**config.mk**
```make
export PLATFORM = sky130hd
export DESIGN_NAME = vend_ctrl
export DESIGN_NICKNAME = d
export VERILOG_FILES = /design/src/rtl/vend_pkg.sv /design/src/rtl/vend_change_out.sv /design/src/rtl/vend_ctrl.sv
export SDC_FILE = /design/constraint.sdc
export NUM_CORES = 1
export LEC_CHECK = 0
export ABC_AREA = 0
export BUFFER_PORTS_ARGS = -buffer_cell sky130_fd_sc_hd__clkbuf_2
export CORE_MARGIN = 5
export CORE_UTILIZATION = 30
export CTS_CLUSTER_DIAMETER = 100
export DETAILED_ROUTE_END_ITERATION = 12
export GPL_TIMING_DRIVEN = 0
export SYNTH_ARGS = -nofsm -noshare
export SYNTH_HDL_FRONTEND = slang
export SYNTH_SLANG_ARGS = --single-unit
```
**constraint.sdc**
```tcl
create_clock -name clk -period 4.5 [get_ports clk]
set_input_delay 0.9 -clock clk [delete_from_list [all_inputs] [get_ports clk]]
set_output_delay 0.9 -clock clk [all_outputs]
set_load 0.05 [all_outputs]
```
**src/rtl/vend_pkg.sv**
```systemverilog
// Shared types and constants for the multi-product vending controller.
package vend_pkg;

    typedef enum logic [1:0] {
        ST_IDLE   = 2'd0,
        ST_CREDIT = 2'd1,
        ST_CHANGE = 2'd2
    } vend_state_t;

    localparam int COIN_W = 2;

    localparam logic [COIN_W-1:0] COIN_ONE = 2'd1;
    localparam logic [COIN_W-1:0] COIN_TWO = 2'd2;

    function automatic logic is_legal_coin(input logic [COIN_W-1:0] v);
        return (v == COIN_ONE) || (v == COIN_TWO);
    endfunction

endpackage

```
**src/rtl/vend_change_out.sv**
```systemverilog
// Change payout down-counter: one unit is offered per valid/ready handshake.
module vend_change_out #(
    parameter int CREDIT_W = 4
) (
    input  logic                clk,
    input  logic                rst,
    input  logic                load_i,
    input  logic [CREDIT_W-1:0] load_val_i,
    input  logic                ready_i,
    output logic                valid_o,
    output logic                empty_o,
    output logic                last_o
);

    logic [CREDIT_W-1:0] cnt_q, cnt_d;
    logic                valid_q;
    logic                take;

    assign take    = valid_q && ready_i;
    assign last_o  = take && (cnt_q == CREDIT_W'(1));
    assign empty_o = (cnt_q == '0);
    assign valid_o = valid_q;

    always_comb begin
        cnt_d = cnt_q;
        if (load_i) begin
            cnt_d = load_val_i;
        end else if (take) begin
            cnt_d = cnt_q - CREDIT_W'(1);
        end
    end

    // valid is kept as its own flop so the hopper sees a clean registered offer
    always_ff @(posedge clk) begin
        if (rst) begin
            cnt_q   <= '0;
            valid_q <= 1'b0;
        end else begin
            cnt_q   <= cnt_d;
            valid_q <= (cnt_d != '0);
        end
    end

endmodule

```
**src/rtl/vend_ctrl.sv**
```systemverilog
// Multi-product vending controller: coin credit, per-product vend, cancel/refund.
// Optional macro VEND_TIMEOUT_EN adds an idle timer that triggers an automatic refund.
module vend_ctrl
    import vend_pkg::*;
#(
    parameter int                        N_PROD      = 2,
    parameter int                        PRICE_W     = 4,
    parameter logic [N_PROD*PRICE_W-1:0] PRICES      = {4'd5, 4'd3},
    parameter int                        CREDIT_W    = 4,
    parameter int                        MAX_CREDIT  = 9,
    parameter int                        TIMEOUT_CYC = 255,
    localparam int                       SEL_W       = (N_PROD > 1) ? $clog2(N_PROD) : 1
) (
    input  logic                clk,
    input  logic                rst,
    input  logic                coin_valid,
    input  logic [COIN_W-1:0]   coin_val,
    input  logic                sel_valid,
    input  logic [SEL_W-1:0]    sel_id,
    input  logic                cancel,
    output logic                drink_valid,
    output logic [SEL_W-1:0]    drink_id,
    output logic                reject,
    output logic                change_valid,
    input  logic                change_ready,
    output logic [CREDIT_W-1:0] credit,
    output logic                busy
);

    if (MAX_CREDIT >= (1 << CREDIT_W)) begin : g_chk_max
        $error("MAX_CREDIT does not fit in CREDIT_W bits");
    end
    for (genvar gi = 0; gi < N_PROD; gi++) begin : g_chk_price
        if (int'(PRICES[gi*PRICE_W +: PRICE_W]) > MAX_CREDIT) begin : g_bad
            $error("product price exceeds MAX_CREDIT");
        end
    end

    vend_state_t         state_q;
    logic [CREDIT_W-1:0] credit_q;
    logic                drink_valid_q;
    logic [SEL_W-1:0]    drink_id_q;
    logic                reject_q;
    logic                busy_q;

    logic [CREDIT_W:0]   credit_ext, coin_sum, price_ext;
    logic [PRICE_W-1:0]  price_sel;
    logic [CREDIT_W-1:0] chg_load_val;
    logic                coin_raw_ok, coin_take, in_accept, cancel_eff;
    logic                sel_in_range, sel_take, chg_load, timeout;
    logic                chg_empty, chg_last;

    assign credit_ext  = {1'b0, credit_q};
    assign coin_sum    = credit_ext + (CREDIT_W+1)'(coin_val);
    assign in_accept   = (state_q == ST_IDLE) || (state_q == ST_CREDIT);
    assign coin_raw_ok = coin_valid && is_legal_coin(coin_val)
                         && (coin_sum <= (CREDIT_W+1)'(MAX_CREDIT));
    assign cancel_eff  = (state_q == ST_CREDIT) && (cancel || timeout);
    assign coin_take   = coin_raw_ok && in_accept && !cancel_eff;

    always_comb begin
        price_sel    = '0;
        sel_in_range = 1'b0;
        for (int i = 0; i < N_PROD; i++) begin
            if (32'(sel_id) == i) begin
                price_sel    = PRICES[i*PRICE_W +: PRICE_W];
                sel_in_range = 1'b1;
            end
        end
    end

    assign price_ext = (CREDIT_W+1)'(price_sel);
    // a coin in the same cycle wins over the selection; keypad must reassert
    assign sel_take  = sel_valid && sel_in_range && (state_q == ST_CREDIT)
                       && (credit_ext >= price_ext) && !cancel_eff && !coin_valid;

    assign chg_load     = cancel_eff || sel_take;
    assign chg_load_val = cancel_eff ? credit_q : (credit_q - price_ext[CREDIT_W-1:0]);

`ifdef VEND_TIMEOUT_EN
    localparam int TMR_W = $clog2(TIMEOUT_CYC + 1);
    logic [TMR_W-1:0] tmr_q;

    always_ff @(posedge clk) begin
        if (rst) begin
            tmr_q <= TMR_W'(TIMEOUT_CYC);
        end else if ((state_q != ST_CREDIT) || coin_take || sel_valid) begin
            tmr_q <= TMR_W'(TIMEOUT_CYC);
        end else if (tmr_q != '0) begin
            tmr_q <= tmr_q - TMR_W'(1);
        end
    end

    // fires in the last of TIMEOUT_CYC consecutive idle cycles in CREDIT
    assign timeout = (state_q == ST_CREDIT) && (tmr_q == TMR_W'(1))
                     && !coin_raw_ok && !sel_valid;
`else
    assign timeout = 1'b0;
`endif

    vend_change_out #(
        .CREDIT_W (CREDIT_W)
    ) u_change (
        .clk        (clk),
        .rst        (rst),
        .load_i     (chg_load),
        .load_val_i (chg_load_val),
        .ready_i    (change_ready),
        .valid_o    (change_valid),
        .empty_o    (chg_empty),
        .last_o     (chg_last)
    );

    always_ff @(posedge clk) begin
        if (rst) begin
            state_q       <= ST_IDLE;
            credit_q      <= '0;
            drink_valid_q <= 1'b0;
            drink_id_q    <= '0;
            reject_q      <= 1'b0;
            busy_q        <= 1'b0;
        end else begin
            drink_valid_q <= 1'b0;
            reject_q      <= coin_valid && !coin_take;
            case (state_q)
                ST_IDLE: begin
                    if (coin_take) begin
                        credit_q <= coin_sum[CREDIT_W-1:0];
                        state_q  <= ST_CREDIT;
                    end
                end
                ST_CREDIT: begin
                    if (cancel_eff) begin
                        credit_q <= '0;
                        state_q  <= ST_CHANGE;
                        busy_q   <= 1'b1;
                    end else if (coin_take) begin
                        credit_q <= coin_sum[CREDIT_W-1:0];
                    end else if (sel_take) begin
                        drink_valid_q <= 1'b1;
                        drink_id_q    <= sel_id;
                        credit_q      <= '0;
                        if (chg_load_val != '0) begin
                            state_q <= ST_CHANGE;
                            busy_q  <= 1'b1;
                        end else begin
                            state_q <= ST_IDLE;
                        end
                    end
                end
                ST_CHANGE: begin
                    if (chg_last || chg_empty) begin
                        state_q <= ST_IDLE;
                        busy_q  <= 1'b0;
                    end
                end
                default: begin
                    state_q <= ST_IDLE;
                    busy_q  <= 1'b0;
                end
            endcase
        end
    end

    assign credit      = credit_q;
    assign drink_valid = drink_valid_q;
    assign drink_id    = drink_id_q;
    assign reject      = reject_q;
    assign busy        = busy_q;

endmodule

```
## Word-level counts from Yosys, hierarchy flattened

Cells that the tools add are included.

- Magnitude comparators: 2
- Equal/unequal tests: 11
- Div/mod/pow operators: 0
- $add $sub $neg: 3
- Reduce and logical (&&, ||, !) cells: 29
- Muxes and demuxes: 23
- Bitwise logic cells: 4
- $mul: 0
- Shifts and indexed selects: 0

Operator list:

| kind | count |
|---|---|
| $mux W4 | 7 |
| $logic_and A1 B1 Y1 | 12 |
| $mux W2 | 6 |
| $pmux W4 S2 | 1 |
| $reduce_and A4 Y1 | 2 |
| $reduce_bool A4 Y1 | 2 |
| $mux W1 | 6 |
| $ne A3 B3 Y1 const B | 2 |
| $pmux W2 S3 | 1 |
| $add A4 B2 Y5 | 1 |
| $le A5 B4 Y1 const B | 1 |
| $reduce_and A5 Y1 | 1 |
| $eq A2 B1 Y1 const B | 2 |
| $eq A2 B2 Y1 const B | 2 |
| $eq A4 B1 Y1 const B | 1 |
| $ge A4 B4 Y1 | 1 |
| $logic_not A4 Y1 | 1 |
| $logic_or A1 B1 Y1 | 4 |
| $ne A2 B2 Y1 const B | 2 |
| $ne A4 B4 Y1 const B | 1 |
| $not A1 Y1 | 4 |
| $reduce_or A4 Y1 | 1 |
| $sub A4 B1 Y4 const B | 1 |
| $sub A4 B4 Y4 | 1 |
| other kinds (7) | 9 |

- Logic and storage cells: 80
- Latch bits: 0
- Output and inout bits: 9
- Bits in writable memories: 0
- Bits in registers: 15
- Memories kept: 0
- ROM bits: 0

## Logic depth before layout (Yosys ltp)

Gate-level depths: netlist (run 1).

- Depth in word-level cells: 9
- Depth in mapped cells: 8

## Cells and area by module

Synthesis (run 1) repeated with hierarchy kept, for this count alone.

- Cells, all modules: 119
- Area total of the unflattened synthesis: 1071.0 um^2

Modules (own cells, without submodules):

| module | cells an instance | area an instance (um^2) | times used |
|---|---|---|---|
| vend_ctrl | 88 | 784.5 | 1 |
| vend_change_out | 31 | 286.5 | 1 |

## Least setup slack after synthesis (run 1)

No wires, ideal clock.

- Path kind: input to register
- Start: input coin_val[0]
- End: register credit_q[3], in the netlist credit[3]
- Cell stages on the path: 8
- Slack: 1.828 ns
- Buffers on the path: 0
- Required time: 4.380 ns
- Arrival time: 2.552 ns
- Cell sequence: ha_1 inv_1 fa_1 a21boi_0 o2bb2ai_1 o2111ai_1 nor2_1 a211o_1

- Word-level cells in the longest chain between the ends: 9
- Elaborated cells on any way between the ends: 16

Ends and longest elaborated chain:

| item | line | RTL |
|---|---|---|
| start: declaration | vend_ctrl.sv:17 | `input logic [COIN_W-1:0] coin_val,` |
| branches (longest 9 deep; another with $add A4 B2 Y5) | -- |  |
| end signal: assignment | vend_ctrl.sv:128 | `credit_q <= coin_sum[CREDIT_W-1:0];` |
| end signal: assignment | vend_ctrl.sv:138 | `credit_q <= coin_sum[CREDIT_W-1:0];` |
| end: declaration | vend_ctrl.sv:40 | `logic [CREDIT_W-1:0] credit_q;` |

Several ways; the timed one is not identified. The select of a mux whose other input is x is not followed.
A chain may end at the register's enable or synchronous reset.

## Worst setup path in the final report (run 1)

Same ends and word-level chain as after synthesis.

==> results of run 1 <==
## path summary, 6_finish.rpt
path,endpoint,slack [ns]
setup / recovery,credit[3],1.83
hold / removal,drink_id,0.46
hold reg to reg,drink_id,0.46
setup reg to reg,credit[3],1.92
## critical path, delay by kind of cell
kind / cells / cell delay [ns]
AO/OA/AOI/OAI: 4 / 1.02
adder cells (fa/ha/maj): 2 / 0.65
buffers and inverters: 2 / 0.17
AND/OR/NAND/NOR: 1 / 0.10
## layout make-up
class	instances	area [µm²]
Inverter	11	41.29
Sequential cell	15	300.3
Clock inverter	1	5.005
Timing Repair Buffer	16	80.08
Buffer	2	12.51
Multi-Input combinational cell	88	683.2
Tap cell	46	57.56
Clock buffer	3	22.52
Fill cell	366	2135
## report_power, final
part           internal, mW  switching [mW]  total (mW)
combinational        0.0673           0.103       0.170
clock                0.0330          0.0481      0.0812
sequential            0.153          0.0192       0.172
## stage by stage
step / setup slack (ns) / hold slack (ns) / instance area (µm²) / std cells
2_1_floorplan: 1.828 / 0.4736 / 1037 / 116
3_3_place_gp: 1.578 / 0.4464 / 1175 / 178
3_5_place_dp: 1.530 / 0.4550 / 1175 / 178
4_1_cts: 1.837 / 0.4695 / 1202 / 182
5_1_grt: 1.704 / 0.4899 / 1202 / 182
6_report: 1.826 / 0.4639 / 1202 / 182
## routing by layer
layer	global-route usage	up-vias	wire, µm
li1	-	459	-
met1	0.1420	422	1091
met2	0.1990	11	1099
met3	0.01621	4	69
met4	0.05839	0	50
met5	0	-	0
## flip-flops by register name, summed over array words and instances (netlist names)
name	count
credit	4
u_change.cnt_q	4
state_q	2
busy	1
drink_id	1
drink_valid	1
reject	1
u_change.valid_o	1
## cell families after synthesis
kind of cell	Yosys count
mux	6
flops	15
fa+ha+maj	9
buf+inv	13
simple gates	33
compound gates	33
xor+xnor	7
## synthesized netlist by cell type, types with 2 or more instances
library cell,number
a211o_1,2
a21o_1,2
a21oi_1,5
a31oi_1,3
and2_1,2
and2_4,2
and3_1,2
dfxtp_1,15
fa_1,2
ha_1,7
inv_1,11
mux2_2,2
mux2i_1,4
nand2_1,6
nand3_1,2
nor2_1,6
nor3_1,7
o211a_1,2
o21ai_0,3
o2bb2ai_1,2
xnor2_1,2
xor2_1,5
==> flow_metrics.env, run 1 <==
export IMPL_slowest_delay_ns=0.46
export IMPL_maxCapViolations=0
export IMPL_clock_latency_ns=0.29
export IMPL_rr_worst_depth=8
export IMPL_status="finished, final reports clean"
export IMPL_cts_setup_buffers=0
export IMPL_ys_ff_latch=15
export IMPL_irDropWorstVdd_mv=0.1074
export IMPL_fin_skew_ns=0.002997
export IMPL_synth_top_flop_cell="dfxtp_1"
export IMPL_yosysTopAreaCell="dfxtp_1"
export IMPL_antenna_left=0
export IMPL_synth_mux_area_frac=0.06031
export IMPL_routed_via_density=4.923
export IMPL_worst_pin_slew_ns=0.5931
export IMPL_avgSynthCellArea_um2=8.942
export IMPL_firstDrtPassIters=3
export IMPL_rr_startpoint="credit[0]"
export IMPL_synth_fa_ha_area_frac=0.1230
export IMPL_layout_drive_gt1_share=0.2279
export IMPL_overflow=0
export IMPL_start_kind="input pin"
export IMPL_maxSlewHeadroom=0.5944
export IMPL_nNetsFinal=155
export IMPL_grt_pass1_wl_um=4077
export IMPL_grt_pass1_vias=911
export IMPL_place_congestion=0.8468
export IMPL_worstHoldStart="drink_id"
export IMPL_ys_types=44
export IMPL_crit_slowest_cell="o2111ai_1"
export IMPL_design_die_area_um2=4733
export IMPL_clock_sinks=15
export IMPL_rows=21
export IMPL_antenna_found_initial=0
export IMPL_min_path_cells=2
export IMPL_port_buffer_count=16
export IMPL_critPathMaxFanout=6
export IMPL_cts_buffer_depth=2
export IMPL_startpoint="coin_val[0]"
export IMPL_critPathCaptureType="flop"
export IMPL_total_power_mw=0.4234
export IMPL_power_density_nw_per_um2=352.1
export IMPL_vias=896
export IMPL_cts_resized=0
export IMPL_cts_htree_levels=1
export IMPL_synthesis_nets=134
export IMPL_ctsHoldBuffers=0
export IMPL_p_leak_nw=0.5828
export IMPL_synth_compound_area_frac=0.2388
export IMPL_layout_commonest_cell="clkbuf_2"
export IMPL_wl_um=2310
export IMPL_max_freq_mhz=373.9
export IMPL_arrival_ns=2.86
export IMPL_synth_area_leaders="dfxtp_1 (29%), ha_1 (8.4%), xor2_1 (4.2%)"
export IMPL_rsz0062_at_grt="no"
export IMPL_path_cells="clkbuf_2 -> ha_1 -> inv_1 -> fa_1 -> a21boi_0 -> o2bb2ai_1 -> o2111ai_1 -> nor2_1 -> a211o_1"
export IMPL_tns_ns=0
export IMPL_hp_class="reg -> reg"
export IMPL_layout_common_cells="clkbuf_2 (16), dfxtp_1 (15), inv_1 (11)"
export IMPL_synth_top_area_frac=0.2895
export IMPL_antennaDiodeCount=0
export IMPL_start_util=0.3108
export IMPL_postLayoutCoreUtil=0.3603
export IMPL_yosysSeqAreaShare=0.2895
export IMPL_cts_made_buffers=3
export IMPL_crit_required_ns=4.69
export IMPL_slew_viol_final=0
export IMPL_async_flop_share=0
export IMPL_fp_dieH_um=68.80
export IMPL_fin_crit_sh=0.5943
export IMPL_synth_simple_gate_area_frac=0.1773
export IMPL_hold_violations=0
export IMPL_setup_viol=0
export IMPL_drc=0
export IMPL_die_w_um=68.80
export IMPL_ioPinCount=18
export IMPL_synth_xor_area_frac=0.05911
export IMPL_syn_cell_area_um2=1037
export IMPL_grt_max_degree=11
export IMPL_synth_cells=116
export IMPL_grt_total_usage=0.1165
export IMPL_period_minus_slack_ns=2.674
export IMPL_critPathKind="in -> reg"
export IMPL_drtIter0Drc=14
export IMPL_cts_tree="yes"
export IMPL_area_delta_synth_final_pct=15.92
export IMPL_yosys_warnings=0
export IMPL_root_buffer="clkbuf_4"
export IMPL_dpl_hpwl_um=1903
export IMPL_synth_top_family_by_area="compound AO/OA/AOI/OAI gates"
export IMPL_core_um2=3337
export IMPL_clk_pin_slew_ns=0.10
export IMPL_routedWlPerCell_um=12.69
export IMPL_synth_edf_count=0
No activity file was read; power rests on OpenSTA's default activity.
==> inputs of run 2 (changes only) <==
clock period = 2.7 ns   (was 4.5 ns; I/O delays follow)
==> run 2 against run 1 <==
  * Register-to-register slack got worse by 1.7 ns
  * Sequential power is 67% higher
  * Total power increased by 67%
  * First-iteration DRC count stayed put
  * Sequential cell count is the same
  * Global-route usage unchanged
  * Worst setup slack worse by 1.6 ns
  * Critical path depth shrank 1
  * Via count is 0.45% higher
  * Largest power group unchanged
==> flow_metrics.env, run 2 (synthesis results as in run 1) <==
export IMPL_start_kind="flop"
export IMPL_setup_viol=0
export IMPL_cts_buffer_depth=2
export IMPL_worst_pin_slew_ns=0.5931
export IMPL_critPathKind="reg -> reg"
export IMPL_critPathMaxFanout=10
export IMPL_setup_slack_ns=0.2470
export IMPL_fin_hold_ws_ns=0.4639
export IMPL_slew_viol_final=0
export IMPL_hold_violations=0
export IMPL_post_place_cells=178
export IMPL_final_seq_area_um2=300.3
export IMPL_place_congestion=0.8468
export IMPL_placed_area_um2=1175
export IMPL_hp_class="reg -> reg"
export IMPL_postLayoutCoreUtil=0.3622
export IMPL_cts_tree="yes"
export IMPL_dpl_hpwl_um=1903
export IMPL_routed_via_density=4.945
export IMPL_wl_um=2308
export IMPL_r2r_slack_ns=0.25
export IMPL_grt_max_degree=11
export IMPL_grt_total_usage=0.1165
export IMPL_layout_drive_gt1_share=0.2353
export IMPL_port_buffer_count=16
export IMPL_crit_slowest_cell="dfxtp_1"
export IMPL_crit_required_ns=2.88
export IMPL_fp_dieH_um=68.80
export IMPL_status="finished, final reports clean"
export IMPL_core_um2=3337
export IMPL_design_die_area_um2=4733
export IMPL_path_cells="ha_1 -> inv_1 -> fa_1 -> a21boi_0 -> o2bb2ai_1 -> o21ai_1 -> and2_4 -> a211o_1"
export IMPL_num_fill_cells=367
export IMPL_maxCapViolations=0
export IMPL_postLayoutCellArea_um2=1209
export IMPL_arrival_ns=2.64
export IMPL_tns_ns=0
export IMPL_cts_made_buffers=3
export IMPL_ioPinCount=18
export IMPL_slowest_delay_ns=0.56
export IMPL_grt_pass1_vias=911
export IMPL_routedWlPerCell_um=12.68
export IMPL_rsz0062_at_grt="no"
export IMPL_final_cell_count_no_fill=182
export IMPL_drtIter0Drc=14
export IMPL_period_minus_slack_ns=2.453
export IMPL_irDropWorstVdd_mv=0.1793
export IMPL_p_leak_nw=0.5834
export IMPL_die_w_um=68.80
export IMPL_clock_sinks=15
export IMPL_maxSlewHeadroom=0.5944
export IMPL_area_delta_synth_final_pct=16.53
export IMPL_antenna_found_initial=0
export IMPL_critPathCaptureType="flop"
export IMPL_antennaDiodeCount=0
export IMPL_cts_htree_levels=1
export IMPL_drc=0
export IMPL_antenna_left=0
export IMPL_power_density_nw_per_um2=584.6
export IMPL_fin_skew_ns=0.002826
export IMPL_place_ws_ns=0.08985
export IMPL_overflow=0
export IMPL_multi_input_area_um2=689.4
export IMPL_clk_pin_slew_ns=0.10
export IMPL_clock_latency_ns=0.29
export IMPL_grt_pass1_wl_um=4077
export IMPL_firstDrtPassIters=4
export IMPL_layout_common_cells="clkbuf_2 (16), dfxtp_1 (15), inv_1 (11)"
export IMPL_rows=21
export IMPL_total_power_mw=0.7066
export IMPL_nNetsFinal=155
export IMPL_start_util=0.3108
export IMPL_layout_commonest_cell="clkbuf_2"
export IMPL_max_freq_mhz=407.7
export IMPL_fin_crit_sh=0.9085
export IMPL_vias=900
export IMPL_root_buffer="clkbuf_4"
-- run 2: worst paths after layout --
check,end,depth (start not counted),from
hold / removal,drink_id,2,drink_id
hold reg to reg,drink_id,2,drink_id
setup / recovery,credit[2],8,credit[0]
setup reg to reg,credit[2],8,credit[0]
-- run 2: repair_timing --
item                                    in CTS  in global routing
setup buffers                                0                  0
endpoints found under the setup margin       0                  2
gates resized for setup                      0                  1
hold buffers                                 0                  0
-- run 2: area by class of cell --
class / count / area share
plain buffers: 2 / 0.01035
clock buffers: 3 / 0.01863
clock inverters: 1 / 0.004141
inverters: 11 / 0.03416
multi-input cells: 88 / 0.5704
flip-flops and latches: 15 / 0.2484
well taps: 46 / 0.04762
repair buffers: 16 / 0.06625
-- run 2: critical path: cells and delay by family (launching register included) --
kind	cells	cell delay (ns)
AND/OR/NAND/NOR	1	0.19
adder cells (fa/ha/maj)	2	0.77
flip-flops	1	0.56
AO/OA/AOI/OAI	4	0.77
buffers and inverters	1	0.06
-- run 2: power by group --
group / switching [mW] / internal, mW / total [mW]
clock network: 0.0803 / 0.0550 / 0.135
registers: 0.0319 / 0.255 / 0.287
logic: 0.172 / 0.113 / 0.284
-- run 2: layer usage --
metal | share of wire | GRT usage | vias to the layer above
li1 | - | - | 460
met1 | 0.47 | 0.1420 | 425
met2 | 0.47 | 0.1990 | 11
met3 | 0.030 | 0.01621 | 4
met4 | 0.022 | 0.05839 | 0
met5 | 0 | 0 | -
==> inputs of run 3 (changes only) <==
REMOVE_ABC_BUFFERS = 1   (was not set)
==> run 3 against run 2 <==
  * Utilization fell by 0.26 points
  * Register-to-register slack lost 0.03 ns
  * Non-clock buffer count shrank 1
  * Worst setup slack worse by 0.035 ns
  * Sequential cell count unchanged
  * Critical path depth unchanged
  * Routed wire length is 0.30% higher
  * Critical path type unchanged
  * Critical endpoint unchanged
==> flow_metrics.env, run 3 (synthesis results as in run 1) <==
export IMPL_start_kind="flop"
export IMPL_antenna_left=0
export IMPL_status="finished, final reports clean"
export IMPL_rows=21
export IMPL_cts_made_buffers=3
export IMPL_wl_um=2315
export IMPL_maxCapViolations=0
export IMPL_routed_via_density=4.972
export IMPL_hold_violations=0
export IMPL_critPathCaptureType="flop"
export IMPL_placed_area_um2=1167
export IMPL_layout_commonest_cell="clkbuf_2"
export IMPL_grt_pass1_vias=868
export IMPL_ctsHoldBuffers=0
export IMPL_rr_worst_depth=8
export IMPL_period_minus_slack_ns=2.488
export IMPL_routedWlPerCell_um=12.79
export IMPL_tns_ns=0
export IMPL_vias=900
export IMPL_crit_required_ns=2.89
export IMPL_fin_skew_ns=0.004348
export IMPL_rsz0062_at_grt="no"
export IMPL_fp_dieH_um=68.80
export IMPL_fin_crit_sh=0.9214
export IMPL_arrival_ns=2.68
export IMPL_irDropWorstVdd_mv=0.1299
export IMPL_dpl_hpwl_um=1905
export IMPL_slew_viol_final=0
export IMPL_layout_drive_gt1_share=0.2222
export IMPL_worst_pin_slew_ns=0.6408
export IMPL_cts_tree="yes"
export IMPL_core_um2=3337
export IMPL_p_leak_nw=0.5754
export IMPL_hp_class="reg -> reg"
export IMPL_clk_pin_slew_ns=0.09
export IMPL_start_util=0.3108
export IMPL_design_die_area_um2=4733
export IMPL_area_delta_synth_final_pct=15.68
export IMPL_port_buffer_count=17
export IMPL_grt_total_usage=0.1116
export IMPL_max_freq_mhz=402.0
export IMPL_cts_htree_levels=1
export IMPL_nNetsFinal=154
export IMPL_place_congestion=0.7838
export IMPL_critPathMaxFanout=10
export IMPL_grt_max_degree=12
export IMPL_critPathKind="reg -> reg"
export IMPL_setup_viol=0
export IMPL_clock_latency_ns=0.29
export IMPL_overflow=0
export IMPL_layout_common_cells="clkbuf_2 (17), dfxtp_1 (15), inv_1 (11)"
export IMPL_maxSlewHeadroom=0.5618
export IMPL_die_w_um=68.80
export IMPL_total_power_mw=0.7057
export IMPL_grt_pass1_wl_um=3905
export IMPL_power_density_nw_per_um2=588.1
export IMPL_min_path_cells=2
export IMPL_postLayoutCellArea_um2=1200
export IMPL_drtIter0Drc=25
export IMPL_drc=0
export IMPL_cts_buffer_depth=2
export IMPL_ioPinCount=18
export IMPL_clock_sinks=15
export IMPL_antennaDiodeCount=0
export IMPL_root_buffer="clkbuf_4"
export IMPL_firstDrtPassIters=4
export IMPL_antenna_found_initial=0
## run 3: cell count changes in the layout (fill, tap and decap cells not counted), sizes merged
| cell | change |
|---|---|
| buf | -2 |
| clkbuf | +2 |
| clkinv | -1 |
## run 3: timing repair
| action | CTS | global route |
|---|---|---|
| gates resized for setup | 0 | 1 |
| endpoints found under the setup margin | 0 | 2 |
| setup buffers | 0 | 0 |
## run 3: final cells by class
class | instances | area (µm²)
Multi-Input combinational cell | 88 | 689.4
Timing Repair Buffer | 17 | 85.08
Clock buffer | 4 | 26.28
Inverter | 11 | 41.29
Tap cell | 46 | 57.56
Fill cell | 365 | 2137
Sequential cell | 15 | 300.3
## run 3: critical path, cell delays in order (launching register included)
cell,delay [ns]
dfxtp_1,0.58
ha_1,0.25
inv_1,0.06
fa_1,0.53
a21boi_0,0.10
o2bb2ai_1,0.21
o21ai_1,0.18
and2_4,0.19
a211o_1,0.28
## run 3: layer usage
| metal | global-route usage | wire (µm) |
|---|---|---|
| met1 | 0.1356 | 1036 |
| met2 | 0.1967 | 1186 |
| met3 | 0.009724 | 50 |
| met4 | 0.05353 | 41 |
| met5 | 0 | 0 |
## run 3: final timing paths
kind	startpoint	endpoint	slack [ns]
max	credit[0]	credit[2]	0.21
min	drink_id	drink_id	0.46
max reg2reg	credit[0]	credit[2]	0.21
min reg2reg	drink_id	drink_id	0.46
## run 3: power by group
group          switching, mW  internal, mW
Combinational          0.175         0.112
Clock                 0.0720        0.0575
Sequential            0.0335         0.255
## run 3: stage by stage
step                instances    util  setup slack, ns  hold WS [ns]
CTS                       181  0.3577           0.1398        0.4610
floorplan                 114       -          0.05437        0.4736
finish                    181  0.3596           0.2123        0.4561
detailed placement        177  0.3498           0.1030        0.4488
global route              181  0.3596          0.07187        0.4960
global placement          177  0.3498           0.1586        0.4469
